`src/rtl/hazard_scoreboard_if.sv`:
```
// Decode-side bundle for the hazard/forwarding unit: the decode instruction
// going in, stall request, forwarding selects and the stall counter coming out.
interface hazard_scoreboard_if #(
    parameter int DEPTH = 3
);
    localparam int SEL_W = $clog2(DEPTH + 1);

    logic             id_valid;
    logic [31:0]      id_instr;
    logic             flush;
    logic             stall;
    logic [SEL_W-1:0] fwd_a;
    logic [SEL_W-1:0] fwd_b;
    logic             fwd_a_ld;
    logic             fwd_b_ld;
    logic [15:0]      stall_cnt;

    // Decode stage side: presents the instruction, consumes stall/forwarding.
    modport master (
        output id_valid, id_instr, flush,
        input  stall, fwd_a, fwd_b, fwd_a_ld, fwd_b_ld, stall_cnt
    );

    // Hazard unit side.
    modport slave (
        input  id_valid, id_instr, flush,
        output stall, fwd_a, fwd_b, fwd_a_ld, fwd_b_ld, stall_cnt
    );
endinterface

```
`src/rtl/hazard_scoreboard.sv`:
```
// Hazard and forwarding unit beside decode. A shift-register scoreboard holds
// {valid, dest, is_load} for the last DEPTH issued instructions (slot 1 = EX).
// Forwarding selects pick the youngest producer per source; a load that is
// too young to forward (slot < LOAD_SLOT) raises a load-use stall.
module hazard_scoreboard #(
    parameter int DEPTH     = 3,
    parameter int LOAD_SLOT = 2
) (
    input logic                clk,
    input logic                rst_n,
    hazard_scoreboard_if.slave sb
);
    localparam int SEL_W = $clog2(DEPTH + 1);

    localparam logic [5:0] OP_RTYPE = 6'b000000;
    localparam logic [5:0] OP_LW    = 6'b100011;
    localparam logic [5:0] OP_SW    = 6'b101011;
    localparam logic [5:0] OP_BEQ   = 6'b000100;

    // Scoreboard slots, index = distance past decode.
    logic [DEPTH:1] vld_q;
    logic [DEPTH:1] ld_q;
    logic [4:0]     dest_q [DEPTH:1];
    logic [15:0]    cnt_q;

    logic [4:0]       rs;
    logic [4:0]       rt;
    logic [4:0]       id_dest;
    logic             use_a;
    logic             use_b;
    logic             id_load;
    logic [SEL_W-1:0] fwd_a;
    logic [SEL_W-1:0] fwd_b;
    logic             ld_a;
    logic             ld_b;
    logic             late_a;
    logic             late_b;
    logic             stall;
    logic             slot1_vld_d;

    // Classify the decode instruction into used sources, destination and load flag.
    always_comb begin
        rs      = sb.id_instr[25:21];
        rt      = sb.id_instr[20:16];
        use_a   = 1'b0;
        use_b   = 1'b0;
        id_dest = 5'd0;
        id_load = 1'b0;
        case (sb.id_instr[31:26])
            OP_RTYPE: begin
                use_a   = 1'b1;
                use_b   = 1'b1;
                id_dest = sb.id_instr[15:11];
            end
            OP_LW: begin
                use_a   = 1'b1;
                id_dest = sb.id_instr[20:16];
                id_load = 1'b1;
            end
            OP_SW, OP_BEQ: begin
                use_a = 1'b1;
                use_b = 1'b1;
            end
            default: ;
        endcase
    end

    // Youngest-match search: scan oldest to youngest so the lowest slot wins.
    // A $0 source never matches, which also makes a recorded dest of $0 inert.
    always_comb begin
        fwd_a = '0;
        fwd_b = '0;
        ld_a  = 1'b0;
        ld_b  = 1'b0;
        for (int k = DEPTH; k >= 1; k--) begin
            if (use_a && rs != 5'd0 && vld_q[k] && dest_q[k] == rs) begin
                fwd_a = SEL_W'(k);
                ld_a  = ld_q[k];
            end
            if (use_b && rt != 5'd0 && vld_q[k] && dest_q[k] == rt) begin
                fwd_b = SEL_W'(k);
                ld_b  = ld_q[k];
            end
        end
    end

    // Load data is only usable once the load reaches LOAD_SLOT; flush overrides.
    assign late_a      = ld_a && (int'(fwd_a) < LOAD_SLOT);
    assign late_b      = ld_b && (int'(fwd_b) < LOAD_SLOT);
    assign stall       = sb.id_valid && !sb.flush && (late_a || late_b);
    assign slot1_vld_d = sb.id_valid && !sb.flush && !stall;

    assign sb.stall     = stall;
    assign sb.fwd_a     = fwd_a;
    assign sb.fwd_b     = fwd_b;
    assign sb.fwd_a_ld  = ld_a;
    assign sb.fwd_b_ld  = ld_b;
    assign sb.stall_cnt = cnt_q;

    // Slot valid bits shift every edge (bubble into slot 1 when not issuing); saturating stall counter.
    always_ff @(posedge clk or negedge rst_n) begin
        if (!rst_n) begin
            vld_q <= '0;
            cnt_q <= 16'd0;
        end else begin
            vld_q <= {vld_q[DEPTH-1:1], slot1_vld_d};
            if (stall && cnt_q != 16'hFFFF) begin
                cnt_q <= cnt_q + 16'd1;
            end
        end
    end

    // Slot payload shifts alongside the valid bits; it is ignored while invalid.
    always_ff @(posedge clk) begin
        dest_q[1] <= id_dest;
        ld_q[1]   <= id_load;
        for (int k = DEPTH; k >= 2; k--) begin
            dest_q[k] <= dest_q[k-1];
            ld_q[k]   <= ld_q[k-1];
        end
    end
endmodule
```
`src/flat_wrapper.sv`:
```
// flat-port wrapper written by rule: the top's interface ports become plain ports
module hazard_scoreboard_flat 
#(
    parameter int DEPTH     = 3,
    parameter int LOAD_SLOT = 2
)
  (clk, rst_n, sb_id_valid, sb_id_instr, sb_flush, sb_stall, sb_fwd_a, sb_fwd_b, sb_fwd_a_ld, sb_fwd_b_ld, sb_stall_cnt);
  hazard_scoreboard_if #(.DEPTH(DEPTH)) sb_i ();
  input logic clk;
  input logic rst_n;
  input wire logic [$bits(sb_i.id_valid)-1:0] sb_id_valid;
  input wire logic [$bits(sb_i.id_instr)-1:0] sb_id_instr;
  input wire logic [$bits(sb_i.flush)-1:0] sb_flush;
  output wire logic [$bits(sb_i.stall)-1:0] sb_stall;
  output wire logic [$bits(sb_i.fwd_a)-1:0] sb_fwd_a;
  output wire logic [$bits(sb_i.fwd_b)-1:0] sb_fwd_b;
  output wire logic [$bits(sb_i.fwd_a_ld)-1:0] sb_fwd_a_ld;
  output wire logic [$bits(sb_i.fwd_b_ld)-1:0] sb_fwd_b_ld;
  output wire logic [$bits(sb_i.stall_cnt)-1:0] sb_stall_cnt;
  assign sb_i.id_valid = sb_id_valid;
  assign sb_i.id_instr = sb_id_instr;
  assign sb_i.flush = sb_flush;
  assign sb_stall = sb_i.stall;
  assign sb_fwd_a = sb_i.fwd_a;
  assign sb_fwd_b = sb_i.fwd_b;
  assign sb_fwd_a_ld = sb_i.fwd_a_ld;
  assign sb_fwd_b_ld = sb_i.fwd_b_ld;
  assign sb_stall_cnt = sb_i.stall_cnt;
  hazard_scoreboard #(.DEPTH(DEPTH), .LOAD_SLOT(LOAD_SLOT)) u_core (.clk(clk), .rst_n(rst_n), .sb(sb_i));
endmodule
```
`config.mk`:
```
export PLATFORM = sky130hd
export DESIGN_NAME = hazard_scoreboard_flat
export DESIGN_NICKNAME = d
export VERILOG_FILES = /design/src/rtl/hazard_scoreboard_if.sv /design/src/rtl/hazard_scoreboard.sv /design/src/flat_wrapper.sv
export SDC_FILE = /design/constraint.sdc
export NUM_CORES = 1
export LEC_CHECK = 0
export BUFFER_PORTS_ARGS = -buffer_cell sky130_fd_sc_hd__buf_2
export CAP_MARGIN = 20
export CORE_MARGIN = 5
export CORE_UTILIZATION = 35
export DETAILED_ROUTE_END_ITERATION = 6
export PLACE_DENSITY = 0.59
export SLEW_MARGIN = 20
export SYNTH_ARGS = -nofsm -noshare
export SYNTH_HDL_FRONTEND = slang
export SYNTH_SLANG_ARGS = --single-unit
```
`constraint.sdc`:
```
create_clock -name clk -period 2.8 [get_ports clk]
set_input_delay 0.56 -clock clk [delete_from_list [all_inputs] [get_ports clk]]
set_output_delay 0.56 -clock clk [all_outputs]
set_load 0.1 [all_outputs]
```
== Word level (Yosys, flattened, before mapping) ==
Memories as Yosys holds them, arrays and structs flattened.
Index checks and enable logic that the tools add are counted.

* RAM bits: 15
* Input bits: 36
* Register bits after elaboration: 22
* Logic and storage cells: 61
* Output and inout bits: 23
* Memories kept: 1

{| class="wikitable"
|+ Memory list
! memory !! depth !! width !! rd ports !! clocked after memory_dff !! wr ports !! RTL line !! text
|-
| u_core.dest_q || 3 || 5 || 3 || 0 || 3 || hazard_scoreboard.sv:23 || <nowiki>logic [4:0] dest_q [DEPTH:1];</nowiki>
|}

* Order comparisons: 2
* Reduce and logical (&&, ||, !) cells: 28
* Add/sub/neg operators: 1
* Equal/unequal tests: 10
* Mux-type cells: 16

{| class="wikitable"
|+ Operators by type and width
! kind !! number
|-
| $eq A5 B5 Y1 || 6
|-
| $logic_and A1 B1 Y1 || 20
|-
| $add A16 B1 Y16 const B || 1
|-
| $ne A16 B16 Y1 const B || 1
|-
| $eq A6 B6 Y1 const B || 2
|-
| $mux W2 || 6
|-
| $pmux W5 S2 || 1
|-
| $reduce_bool A5 Y1 || 2
|-
| $mux W1 || 9
|-
| $eq A6 B3 Y1 const B || 1
|-
| $logic_not A6 Y1 || 1
|-
| $lt A2 B2 Y1 const B || 2
|-
| $reduce_or A4 Y1 || 1
|-
| $reduce_or A3 Y1 || 1
|-
| $logic_not A1 Y1 || 2
|-
| $logic_or A1 B1 Y1 || 1
|}

== Longest topological paths before layout ==
* Word-level depth: 15
* Depth in mapped cells: 9
* Gate-level depth less buffers: 8

== Least setup slack after synthesis ==
No wires, ideal clock.

* Path type: input to output
* Start: in sb_id_instr[26]
* End: out sb_fwd_a[1]
* Setup slack: -1.511 ns
* Stages: 3
* Arrival time: 3.751 ns
* Path through: or4_1 > a221o_1 > a211oi_1

* Word-level cells in the longest chain between the ends: 9

{| class="wikitable"
|+ Ends and longest elaborated chain
! item !! RTL line !! text
|-
| from (decl) || flat_wrapper.sv:12 || <nowiki>input wire logic [$bits(sb_i.id_instr)-1:0] sb_id_instr;</nowiki>
|-
| $eq A6 B6 Y1, or another cell as far along || hazard_scoreboard.sv:49 || <nowiki>case (sb.id_instr[31:26])</nowiki>
|-
| $reduce_or A4 Y1 (no line) * || -- ||
|-
| $mux W1 * || hazard_scoreboard.sv:49 ||
|-
| $logic_and A1 B1 Y1 * || hazard_scoreboard.sv:76 || <nowiki>if (use_a && rs != 5'd0 && vld_q[k] && dest_q[k] == rs) begin</nowiki>
|-
| $logic_and A1 B1 Y1 (2 in series) || hazard_scoreboard.sv:76 ||
|-
| $mux W2 (2 in series) || hazard_scoreboard.sv:76 ||
|-
| $mux W2 * || hazard_scoreboard.sv:76 ||
|-
| to (decl) || flat_wrapper.sv:15 || <nowiki>output wire logic [$bits(sb_i.fwd_a)-1:0] sb_fwd_a;</nowiki>
|}

Every way passes the cells marked *; elsewhere a longest branch is shown, timed or not.

== Worst setup path after layout ==
* Start: in sb_id_instr[16]
* End: out sb_stall

* Word-level cells in the longest chain between the ends: 11

{| class="wikitable"
|+ Ends and longest elaborated chain
! item !! RTL line !! text
|-
| $reduce_bool A5 Y1 || hazard_scoreboard.sv:80 || <nowiki>if (use_b && rt != 5'd0 && vld_q[k] && dest_q[k] == rt) begin</nowiki>
|-
| $logic_and A1 B1 Y1 (3 in series) || hazard_scoreboard.sv:80 ||
|-
| $mux W2 (3 in series) || hazard_scoreboard.sv:80 ||
|-
| $lt A2 B2 Y1 || hazard_scoreboard.sv:89 || <nowiki>assign late_b = ld_b && (int'(fwd_b) < LOAD_SLOT);</nowiki>
|-
| $logic_and A1 B1 Y1 * || hazard_scoreboard.sv:89 ||
|-
| $logic_or A1 B1 Y1 * || hazard_scoreboard.sv:90 || <nowiki>assign stall = sb.id_valid && !sb.flush && (late_a || late_b);</nowiki>
|-
| $logic_and A1 B1 Y1 * || hazard_scoreboard.sv:90 ||
|-
| to (decl) || flat_wrapper.sv:14 || <nowiki>output wire logic [$bits(sb_i.stall)-1:0] sb_stall;</nowiki>
|}

Marked as above.

==> results.md <==
- Status: complete, but fails checks
- Failing checks: negative setup slack
- Crit path kind: input port to output port
- Synth Net Count: 220
- Sequential fraction of the synthesis area: 43.24%
- Initial drt markers: 11
- FF+latch count, synth: 37
- Total number of vias: 1541
- Crit end category: output port
- Synthesis Warnings: 0
- Input/output buffers: 47
- PwrDens: 367.6 nW/um^2
- DRT Pass-1 Iters: 4
- Clk_lat worst skew: 0.29 ns
- Die Span X: 84.32 um
- CTS Hold Buffers Added: 0
- Critical Path AT: roughly 2.3 ns
- Post-route cell area: 2718 sq um
- Hold Fails Final Rpt: 0
- Global route total overflow: 0
- Post-layout nets: just under 300
- Slew Viols, Final: 0
- Die height: 84.32 um
- Global-route wire length before repair: 7.320 mm
- Worst r2r path cells: 9
- CTS tree: built
- Synth Cell Area: roughly 1900 sq um
- Max-Slew Margin vs Limit: a little under half
- Area of the multi-input gates: between 1000 and 1500 sq um
- Filler-free cell count of the finished design: 329
- Asr flop ratio synth: 51.35%
- Gr usage total: 12.84%
- Fmax: 0.3532 GHz
- Initial antenna violation count: 0
- Final setup fails: 1
- Post-Syn Instances: 183
- Root Buffer: clkbuf_8
- Average cell area after synthesis: 10.56 sq um
- Post-detail-place hpwl: 3.556 mm
- Clock Skew: 0.008891 ns
- Total of max-cap violations: 0
- Clock sinks: 37
- Largest net degree at the start of global routing: 20
- Num CTS Buffers: 5
- Vias in the first global route: around 1500
- Critical Path Fanout Max: 4
- Number of remaining DRC errors: 0
- Area grow syn2layout: 40.58%
- Fin crit share: 101.1%
- Via/cell ratio: approximately 4.7
- Layout fillers: 517
- Yosys cell types: 41
- Maximum vdd ir drop: 0.2417 mV
- Routed length per placed instance: roughly 13 um
- CP startpoint kind: input port
- ANT cells: 0
- Die area: slightly above 7000 sq um
- CTS Buffer Depth: 2
- Row count: 27
- Clock transition at path regs: 0.08 ns
- DRT antenna net count: 0
- IO Count: 59
- Core area: around 5400 sq um
- Setup ws final: -0.03130 ns
- Main synth FF type: dfrtp_1
- Share of post-route cells with drive strength above 1: about 43%
- HP Class: input port to asynchronous set/reset pin
- Leak: 0.001269 uW
- Tmin final: 2.831 ns
- Initial cell density of the core: between 30% and 40%
- Post-synth EDFFs: 0
- Final core occ: 49.97%
- Post-DP Area: 2555 sq um
- Actual slew at the worst max-slew pin: 0.7927 ns
- RSZ-0062 raised after global routing: yes
- Post-place setup slack: -0.2401 ns
- H-tree Lvls: 2
- Sequential cell area: about 840 sq um
- CP required: 2.24 ns
- Dpl cells: 320
- Drt total wl: 4.364 mm
- GP Congestion: 0.7312
- Final hold slack: 0.2001 ns
[layout by cell type (no fill, tap or decap), types with 6 or more instances in the layout]
master	instances
nor2_1	9
buf_12	7
buf_4	25
nand2_1	11
nor3_1	6
nor3_2	6
xor2_1	35
dfxtp_1	16
dfrtp_1	19
xnor2_1	6
nand3_1	8
buf_2	36
[final cells by class]
type | count | area share (%)
flip-flops and latches | 37 | 30.85
repair buffers | 72 | 20.35
inverters | 2 | 0.2762
well taps | 72 | 3.315
clock buffers | 6 | 2.670
clock inverters | 2 | 0.3683
multi-input cells | 138 | 42.17
[what timing repair did]
| item | in CTS | in global routing |
|---|---|---|
| buffers inserted | 1 | 0 |
| endpoints found under the setup margin | 2 | 2 |
| cloned | 0 | 0 |
| pin swaps | 6 | 1 |
| gates resized for setup | 11 | 6 |
[stage by stage]
stage	TNS (ns)	total power (uW)
floorplan	-3.659	600.1
global placement	-1.382	647.8
detailed placement	-1.741	649.4
CTS	-0.05859	1005
global route	-0.1729	1044
finish	-0.03130	999.0
[routing by layer]
layer	wire length (um)	track usage (%)	share of wire, %
met5	0	0	0
met4	60	4.386	1.4
met3	150	3.533	3.4
met2	2056	20.59	47
met1	2096	16.66	48
[power by group]
part / internal [uW] / leakage (uW) / switching [uW]
sequential: 536 / 0.000409 / 5.49
combinational: 50.8 / 0.000816 / 52.9
clock: 172 / 0.0000450 / 182
[critical path: stages]
cell and delay, ns:
buf_6 0.11, xor2_2 0.14, nor4_2 0.29, buf_4 0.16, and3_4 0.19, a211oi_4 0.04, o41a_4 0.46, nor2b_4 0.14
buf_12 0.18
[cell usage after synthesis, types with 3 or more instances]
cell      n  area share, %
nor3_1    8            2.1
xnor2_1   6            2.7
nor3_2    5            2.6
a22o_1    5            2.3
buf_4     5            1.9
nand3_1  10            2.6
nor4_1    4            1.3
nor3b_2   3            1.9
xor2_1   38             17
nand2_1  12            2.3
dfrtp_1  19             25
and3_1    5            1.6
dfxtp_1  18             19
nor2_1   10            1.9
[sequential cells by signal, indices dropped and copies added, names as in the netlist]
| name | count |
|---|---|
| u_core.ld_q | 3 |
| u_core.dest_q | 15 |
| u_core.sb.stall_cnt | 16 |
| u_core.vld_q | 3 |
[cell families after synthesis]
group,share of synthesized area [%]
AO/OA/AOI/OAI,8.155
buffers and inverters,2.913
flip-flops,43.24
adder cells (fa/ha/maj),0.6471
XOR/XNOR,19.94
AND/OR/NAND/NOR,23.43
multiplexers,1.683
[final timing paths]
kind,from,to,slack (ns)
max,sb_id_instr[16],sb_stall,-0.03
min,rst_n,u_core.sb.stall_cnt[10]$_DFFE_PN0P_,0.20
max reg2reg,u_core.dest_q[0][5]$_DFF_P_,u_core.sb.stall_cnt[1]$_DFFE_PN0P_,0.28
min reg2reg,u_core.dest_q[0][9]$_DFF_P_,u_core.dest_q[0][14]$_DFF_P_,0.39
max in group asynchronous,rst_n,u_core.sb.stall_cnt[3]$_DFFE_PN0P_,2.29
min in group clk,u_core.dest_q[0][9]$_DFF_P_,u_core.dest_q[0][14]$_DFF_P_,0.39
(Power assumes the default switching activity.)
